===== config.mk =====
export PLATFORM = sky130hd
export DESIGN_NAME = stream_width_downsizer
export DESIGN_NICKNAME = d
export VERILOG_FILES = /design/src/rtl/stream_width_downsizer_pkg.sv /design/src/rtl/stream_width_downsizer.sv
export SDC_FILE = /design/constraint.sdc
export NUM_CORES = 1
export LEC_CHECK = 0
export CAP_MARGIN = 0
export CELL_PAD_IN_SITES_DETAIL_PLACEMENT = 1
export CELL_PAD_IN_SITES_GLOBAL_PLACEMENT = 1
export CORE_AREA = 2 2 134 97
export CTS_BUF_LIST = sky130_fd_sc_hd__clkbuf_4
export DETAILED_ROUTE_END_ITERATION = 10
export DIE_AREA = 0 0 136 99
export GPL_ROUTABILITY_DRIVEN = 0
export PLACE_DENSITY = 0.87
export SYNTH_ARGS = -nofsm -noshare
export SYNTH_HDL_FRONTEND = slang
export SYNTH_SLANG_ARGS = --single-unit

===== constraint.sdc =====
create_clock -name aclk -period 3.8 [get_ports aclk]
set_input_delay 0.76 -clock aclk [delete_from_list [all_inputs] [get_ports aclk]]
set_output_delay 0.76 -clock aclk [all_outputs]
set_load 0.01 [all_outputs]

===== src/rtl/stream_width_downsizer_pkg.sv =====
// Shared definitions for the stream width downsizer: FSM state encoding and
// the index-width helper used to size the beat counter.
package stream_width_downsizer_pkg;

  typedef enum logic {
    ST_EMPTY = 1'b0,
    ST_FULL  = 1'b1
  } state_e;

  // A beat index for RATIO=1 still needs one bit to be a legal vector.
  function automatic int clog2(input int value);
    return (value <= 1) ? 1 : $clog2(value);
  endfunction

endpackage


===== src/rtl/stream_width_downsizer.sv =====
// Splits one IN_WIDTH word per input handshake into RATIO registered OUT_WIDTH
// beats (LS slice first) and marks packet ends from a programmable beat count.
module stream_width_downsizer
  import stream_width_downsizer_pkg::*;
#(
  parameter int OUT_WIDTH     = 16,
  parameter int RATIO         = 4,
  parameter int PKT_LEN_WIDTH = 16,
  localparam int IN_WIDTH     = OUT_WIDTH * RATIO
) (
  input  logic                     aclk,
  input  logic                     reset,
  input  logic [PKT_LEN_WIDTH-1:0] cfg_packet_beats,
  input  logic                     s_stream_tvalid,
  input  logic [IN_WIDTH-1:0]      s_stream_tdata,
  output logic                     s_stream_tready,
  output logic                     m_stream_tvalid,
  output logic [OUT_WIDTH-1:0]     m_stream_tdata,
  output logic                     m_stream_tlast,
  input  logic                     m_stream_tready,
  output state_e                   o_dbg_state
);

  localparam int IDX_W = clog2(RATIO);
  localparam logic [IDX_W-1:0]         LAST_IDX = IDX_W'(RATIO - 1);
  localparam logic [PKT_LEN_WIDTH-1:0] PKT_ONE  = PKT_LEN_WIDTH'(1);

  // Handshake rule on both ports: a transfer happens on a rising edge where
  // tvalid and tready are both high; valid never waits on ready.
  state_e                   r_state;
  state_e                   w_state_nxt;
  logic [IN_WIDTH-1:0]      r_shreg;
  logic [IDX_W-1:0]         r_idx;
  logic [PKT_LEN_WIDTH-1:0] r_pcnt;
  logic [PKT_LEN_WIDTH-1:0] w_pcnt_nxt;
  logic                     r_tlast;
  logic                     w_tlast_nxt;
  logic                     w_in_hs;
  logic                     w_out_hs;
  logic                     w_last_idx;
  logic                     w_cfg_en;
  logic                     w_pkt_end;

  assign w_last_idx = (r_idx == LAST_IDX);
  assign w_in_hs    = s_stream_tvalid && s_stream_tready;
  assign w_out_hs   = m_stream_tvalid && m_stream_tready;
  assign w_cfg_en   = (cfg_packet_beats != '0);
  assign w_pkt_end  = w_cfg_en && (r_pcnt == cfg_packet_beats - PKT_ONE);

  // Combinational from m_stream_tready so the last beat and the next load overlap.
  assign s_stream_tready = !reset &&
                           ((r_state == ST_EMPTY) || (m_stream_tready && w_last_idx));

  always_comb begin
    w_state_nxt = r_state;
    case (r_state)
      ST_EMPTY: if (w_in_hs) w_state_nxt = ST_FULL;
      ST_FULL:  if (w_out_hs && w_last_idx && !w_in_hs) w_state_nxt = ST_EMPTY;
      default:  w_state_nxt = ST_EMPTY;
    endcase
  end

  // tlast is precomputed for the beat that will be on the port after the edge.
  always_comb begin
    w_pcnt_nxt = r_pcnt;
    if (!w_cfg_en) begin
      w_pcnt_nxt = '0;
    end else if (w_out_hs) begin
      w_pcnt_nxt = w_pkt_end ? '0 : r_pcnt + PKT_ONE;
    end
    w_tlast_nxt = (w_state_nxt == ST_FULL) && w_cfg_en &&
                  (w_pcnt_nxt == cfg_packet_beats - PKT_ONE);
  end

  always_ff @(posedge aclk) begin
    if (reset) begin
      r_state <= ST_EMPTY;
      r_shreg <= '0;
      r_idx   <= '0;
      r_pcnt  <= '0;
      r_tlast <= 1'b0;
    end else begin
      r_state <= w_state_nxt;
      r_pcnt  <= w_pcnt_nxt;
      r_tlast <= w_tlast_nxt;
      if (w_in_hs) begin
        r_shreg <= s_stream_tdata;
        r_idx   <= '0;
      end else if (w_out_hs) begin
        if (w_last_idx) begin
          r_idx <= '0;
        end else begin
          r_shreg <= r_shreg >> OUT_WIDTH;
          r_idx   <= r_idx + 1'b1;
        end
      end
    end
  end

  assign m_stream_tvalid = (r_state == ST_FULL);
  assign m_stream_tdata  = r_shreg[OUT_WIDTH-1:0];
  assign m_stream_tlast  = r_tlast;
  assign o_dbg_state     = r_state;

endmodule


==> results.ini, run 1 <==
[worst_setup_path]
worstSetupEndpointType = register
required_ns = 4.13
critPathLaunchType = input pin
r2r_cells = 8
r2r_end = m_stream_tlast$_SDFF_PP0_
rr_startpoint = r_pcnt[4]$_SDFF_PP0_
crit_end = m_stream_tlast$_SDFF_PP0_
startpoint = cfg_packet_beats[1]
path_class = in2reg
path_max_fanout = 7
rrSetupSlack_ns = 0.96
worstPathArrival_ns = 3.90

[logic_synthesis]
syn_inst = 564
synth_top_area_share_pct = 36.84
ys_ff_latch = 84
synthTopCellsByCount = 103 x nand2_1, 84 x dfxtp_1, 52 x nor2_1
synthesis.area_um2 = 4564
yosysTopAreaCell = dfxtp_1
ys_types = 52
synthTopCellsByArea = dfxtp_1 37%, nand2_1 8.5%, a311oi_1 5.4%, xnor2_1 5.0%, a21oi_1 4.6%
ys_seq_area_share_pct = 36.84
yosysWarnings = 0
syn_nets = 651
ys.flop_type = dfxtp_1
synth_edf_count = 0
synth.avg_cell_area_um2 = 8.093
synth.most_common_cell = nand2_1
async_flop_share_pct = 0

[timing]
setup_tns_ns = 0
layout_worst_path_cycle_share_pct = 93.89
setup_violations = 0
skew_ns = 0.01913
relSlewSlack_pct = 39.87
whs_ns = 0.4710
timing.fmax_mhz = 280.3
tightest_slew_ns = 0.9019
slew_viol_final = 0
rsz0062_at_grt = no
min_period_ns = 3.568
hold_viol = 0

[cts]
clk_path_buf_depth = 2
post_cts_buffers = 0
hold_buffers = 0
cts_buffers = 9
cts_tree = built
clock_latency_ns = 0.43
cts.sinks = 84
cts-root-buf = clkbuf_4
clkTransAtPathRegs_ns = 0.14
h-tree-depth = 3

[global_route]
grt_max_degree = 73
gr-total-overflow = 0
antenna_found_initial = 0
grt_pass1_vias = 4558
grt_pass1_wl_um = 23520
grtUsageTotal_pct = 21.99

[cells_and_area]
final_cell_area_um2 = 5934
finalNetCount = 747
drive_above_1_share_pct = 11.73
antenna_cells = 0
fin_util_pct = 48.78
syn2layout_area_growth_pct = 30.02

[routing]
via_per_inst = 5.389
wl_per_cell_um = 17.33
wl_um = 14330
drt_pass1_iterations = 4
drc_errors = 0
drt_iter0_markers = 262
ant_nets = 0
vias = 4457

[power_and_ir_drop]
p_leak_nw = 2.049
ir_drop_v = 0.0001726
totalPowerFinal_mw = 1.753
p_per_area_nw_per_um2 = 295.5

[floorplanning]
ios = 104
die_area_um2 = 13460
dieWidth_um = 136
initial_utilization_pct = 37.52
core_area_um2 = 12170
rows = 34
die_height_um = 99

[placed_design]
hpwl_um = 11010
placed_cell_area_um2 = 5804
numPortBuffers = 103

[worst_hold_path]
min_path_type = reg2reg
hold_depth = 2

[run]
cap_violations = 0

[run_status]
status = finished, final reports clean

## registers in the layout, summed over array words and instances (netlist names)
signal           cells
m_stream_tvalid      1
r_shreg             64
r_idx                2
m_stream_tlast       1
r_pcnt              16
## power breakdown
group          total, mW  internal, mW  switching (mW)
combinational      0.344         0.184           0.160
sequential         0.946         0.920          0.0258
clock              0.464         0.152           0.312
## kinds of logic after synthesis
family          share of synthesized area [%]
simple gates                            25.66
buf+inv                                 6.990
compound gates                          17.46
mux                                    0.4660
fa+ha+maj                              0.8225
flops                                   36.84
xor+xnor                                11.76
## critical path: stages
cell and delay (ns):
clkdlybuf4s50_1 0.45, inv_1 0.09, ha_1 0.21, or4b_2 0.66, nor2_1 0.16, nor3b_1 0.07
o31ai_1 0.46, nor4_4 0.14, or4_4 0.50, a2111oi_2 0.38
## area by class of cell
class | instances | area [µm²]
Fill cell | 1455 | 6232
Multi-Input combinational cell | 417 | 2584
Sequential cell | 84 | 1682
Timing Repair Buffer | 140 | 1316
Tap cell | 162 | 202.7
Clock buffer | 11 | 82.58
Clock inverter | 5 | 37.54
Inverter | 8 | 30.03
## layer usage
metal / GRT usage [%] / part of all wire [%] / wire (µm)
met3: 3.344 / 4.2 / 595
met5: 0 / 0 / 0
met4: 5.529 / 1.1 / 153
met2: 35.41 / 46 / 6573
met1: 30.88 / 49 / 7009
## through the flow
| stage | setup WS, ns | std cells |
|---|---|---|
| CTS | 0.002710 | 827 |
| global route | 0.003847 | 827 |
| finish | 0.2323 | 827 |
| floorplan | 0.3291 | 564 |
| global placement | -0.1793 | 811 |
| detailed placement | -0.4598 | 811 |
## how the worst min path moves through the flow
stage / from / endpoint / slack, ns
3_5_place_dp: r_shreg[34]$_SDFFE_PP0P_ / r_shreg[34]$_SDFFE_PP0P_ / 0.45
3_3_place_gp: r_shreg[47]$_SDFFE_PP0P_ / r_shreg[47]$_SDFFE_PP0P_ / 0.44
2_1_floorplan: r_shreg[44]$_SDFFE_PP0P_ / r_shreg[44]$_SDFFE_PP0P_ / 0.44
5_1_grt: r_shreg[50]$_SDFFE_PP0P_ / r_shreg[50]$_SDFFE_PP0P_ / 0.50
6_report: r_shreg[35]$_SDFFE_PP0P_ / r_shreg[35]$_SDFFE_PP0P_ / 0.47
4_1_cts: r_shreg[35]$_SDFFE_PP0P_ / r_shreg[35]$_SDFFE_PP0P_ / 0.47
## placed cells by master, fill, tap and decap left out, drive strengths merged, types with 12 or more instances in the layout
cell,count
nand3,26
a22oi,22
nand2,103
nor3,13
a311oi,28
xor2,14
nor2,52
a21oi,42
clkdlybuf4s50,102
buf,38
xnor2,26
dfxtp,84
nor4,12
## repair_timing
action	4_1_cts	5_1_grt
endpoints found under the setup margin	0	15
hold endpoints to repair	0	0
gates resized for setup	0	2
(Power assumes the default switching activity.)
==> run 2, diff against run 1 <==
--- a/config.mk
+++ b/config.mk
@@ -6,12 +6,10 @@
 export NUM_CORES = 1
 export LEC_CHECK = 0
 export CAP_MARGIN = 0
-export CELL_PAD_IN_SITES_DETAIL_PLACEMENT = 1
-export CELL_PAD_IN_SITES_GLOBAL_PLACEMENT = 1
-export CORE_AREA = 2 2 134 97
+export CORE_AREA = 2 2 115 84
 export CTS_BUF_LIST = sky130_fd_sc_hd__clkbuf_4
 export DETAILED_ROUTE_END_ITERATION = 10
-export DIE_AREA = 0 0 136 99
+export DIE_AREA = 0 0 117 86
 export GPL_ROUTABILITY_DRIVEN = 0
 export PLACE_DENSITY = 0.87
 export SYNTH_ARGS = -nofsm -noshare
==> results.ini, run 2 (synthesis results as in run 1) <==
[run_status]
status = finished, final reports clean

[cells_and_area]
reg_top3 = r_shreg: 64 flops, r_pcnt: 16 flops, r_idx: 2 flops
finalNetCount = 742  ; -0.67%
n_fill_cell = 717  ; -51%
largest-register = r_shreg
syn2layout_area_growth_pct = 29.77
regArea_um2 = 1682  ; unchanged
layout_common_cells = 102 x nand2_1, 102 x clkdlybuf4s50_1, 84 x dfxtp_1, 51 x nor2_1, 42 x a21oi_1
fin_util_pct = 66.63  ; +18 points
multiInputGateArea_um2 = 2582  ; about the same
drive_above_1_share_pct = 11.06  ; -0.67 points
largest_reg_flops = 64  ; unchanged
antenna_cells = 0  ; unchanged

[routing]
wl_per_cell_um = 16.06  ; -7.3%
ant_nets = 0  ; unchanged
vias = 4473  ; +0.36%
via_per_inst = 5.705  ; +5.9%
drt_pass1_iterations = 5  ; +1
drc_errors = 0  ; unchanged
drt_iter0_markers = 439  ; +68%
wl_um = 12590  ; -12%

[worst_hold_path]
hold_end = r_shreg[47]$_SDFFE_PP0P_
holdCritStartpoint = r_shreg[47]$_SDFFE_PP0P_
min_path_type = reg2reg
hold_depth = 2  ; unchanged

[worst_setup_path]
path_max_fanout = 7  ; unchanged
rrSetupSlack_ns = 0.76  ; -0.20 ns
path_class = in2reg
critPathLaunchType = input pin
worstSetupEndpointType = register
worstPathArrival_ns = 3.96  ; +0.06 ns
required_ns = 4.13  ; about the same
rr_startpoint = r_pcnt[4]$_SDFF_PP0_
r2r_cells = 8  ; unchanged
r2r_end = m_stream_tlast$_SDFF_PP0_

[run]
cap_violations = 0  ; unchanged

[global_route]
antenna_found_initial = 0  ; unchanged
grt_max_degree = 73  ; unchanged
grt_pass1_wl_um = 20370  ; -13%
gr-total-overflow = 0  ; unchanged
grtUsageTotal_pct = 25.53  ; +3.5 points
grt_pass1_vias = 4261  ; -6.5%

[timing]
slew_viol_final = 0  ; unchanged
rsz0062_at_grt = no
setup_slack_ns = 0.1744  ; -0.05790 ns
setup_violations = 0  ; unchanged
layout_worst_path_cycle_share_pct = 95.41  ; +1.5 points
timing.fmax_mhz = 275.8  ; -1.6%
relSlewSlack_pct = 16.57  ; -23 points
min_period_ns = 3.626  ; +0.05790 ns
skew_ns = 0.01976  ; +0.0006334 ns
hold_viol = 0  ; unchanged
setup_tns_ns = 0  ; unchanged
tightest_slew_ns = 1.247  ; +0.3449 ns

[floorplanning]
rows = 29  ; -15%
die_area_um2 = 10060  ; -25%
ios = 104  ; unchanged
dieWidth_um = 117  ; -14%
die_height_um = 86  ; -13%
initial_utilization_pct = 51.34  ; +14 points
core_area_um2 = 8890  ; -27%

[cts]
hold_buffers = 0  ; unchanged
cts-root-buf = clkbuf_4
cts_tree = built
clock_latency_ns = 0.44  ; about the same
h-tree-depth = 3  ; unchanged
clkTransAtPathRegs_ns = 0.15  ; about the same
clk_path_buf_depth = 2  ; unchanged
cts.sinks = 84  ; unchanged
cts_buffers = 9  ; unchanged

[placed_design]
numPortBuffers = 103  ; unchanged
place_ws_ns = -0.3594  ; +0.1004 ns
hpwl_um = 9259  ; -16%

[power_and_ir_drop]
p_per_area_nw_per_um2 = 329.2  ; +11%
ir_drop_v = 0.0002040  ; +18%
p_leak_nw = 2.066  ; +0.84%

## run 2: cell count changes in the layout (fill, tap and decap cells not counted), moves of 2 or more
cell,change
bufinv_16,+3
inv_6,+2
buf_4,-5
clkinvlp_4,-2
clkbuf_4,-2
## run 2: how the worst max path moves through the flow
stage,from,endpoint,slack (ns)
after floorplan,cfg_packet_beats[3],m_stream_tlast$_SDFF_PP0_,0.33
after global placement,cfg_packet_beats[0],m_stream_tlast$_SDFF_PP0_,-0.11
after detailed placement,cfg_packet_beats[0],m_stream_tlast$_SDFF_PP0_,-0.36
after CTS,cfg_packet_beats[0],m_stream_tlast$_SDFF_PP0_,0.11
after global routing,cfg_packet_beats[0],m_stream_tlast$_SDFF_PP0_,0.03
final,cfg_packet_beats[0],m_stream_tlast$_SDFF_PP0_,0.17
## run 2: per-stage QoR
step | hold WS (ns) | cell area [µm²] | total power [mW] | std cells
6_report | 0.4711 | 5923 | 1.950 | 784
5_1_grt | 0.4882 | 5923 | 2.024 | 784
4_1_cts | 0.4715 | 5914 | 1.958 | 784
3_5_place_dp | 0.4499 | 5719 | 1.295 | 768
3_3_place_gp | 0.4423 | 5719 | 1.283 | 768
2_1_floorplan | 0.4360 | 4564 | 1.133 | 564
## run 2: area by class of cell
| type | instances | area share (%) |
|---|---|---|
| Sequential cell | 84 | 28.39 |
| Inverter | 8 | 0.5070 |
| Clock inverter | 7 | 2.155 |
| Tap cell | 124 | 2.619 |
| Multi-Input combinational cell | 417 | 43.60 |
| Clock buffer | 9 | 1.141 |
| Timing Repair Buffer | 135 | 21.59 |
## run 2: metal layers
metal	GRT usage [%]	vias up	routed length, µm
met3	4.735	21	878
met4	5.668	0	188
met1	35.51	2091	5675
li1	-	2173	-
met5	0	-	0
met2	41.41	188	5851
## run 2: worst max-delay path, stage by stage
cell             delay, ns
clkdlybuf4s50_1       0.42
inv_1                 0.06
ha_1                  0.20
nand2b_1              0.08
or3_2                 0.44
a2111oi_0             0.61
nand4_1               0.27
nor4_4                0.48
and3_2                0.26
a21oi_1               0.05
a2111oi_2             0.34
## run 2: what timing repair did
item | in CTS | in global routing
hold endpoints to repair | 0 | 0
gates resized for setup | 0 | 1
endpoints found under the setup margin | 0 | 1
buffers inserted | 0 | 0
## run 2: report_power, final
| group | switching [mW] | internal (mW) | leakage, nW |
|---|---|---|---|
| clock | 0.325 | 0.344 | 0.103 |
| combinational | 0.155 | 0.181 | 1.28 |
| sequential | 0.0247 | 0.920 | 0.685 |
| total | 0.505 | 1.44 | 2.07 |
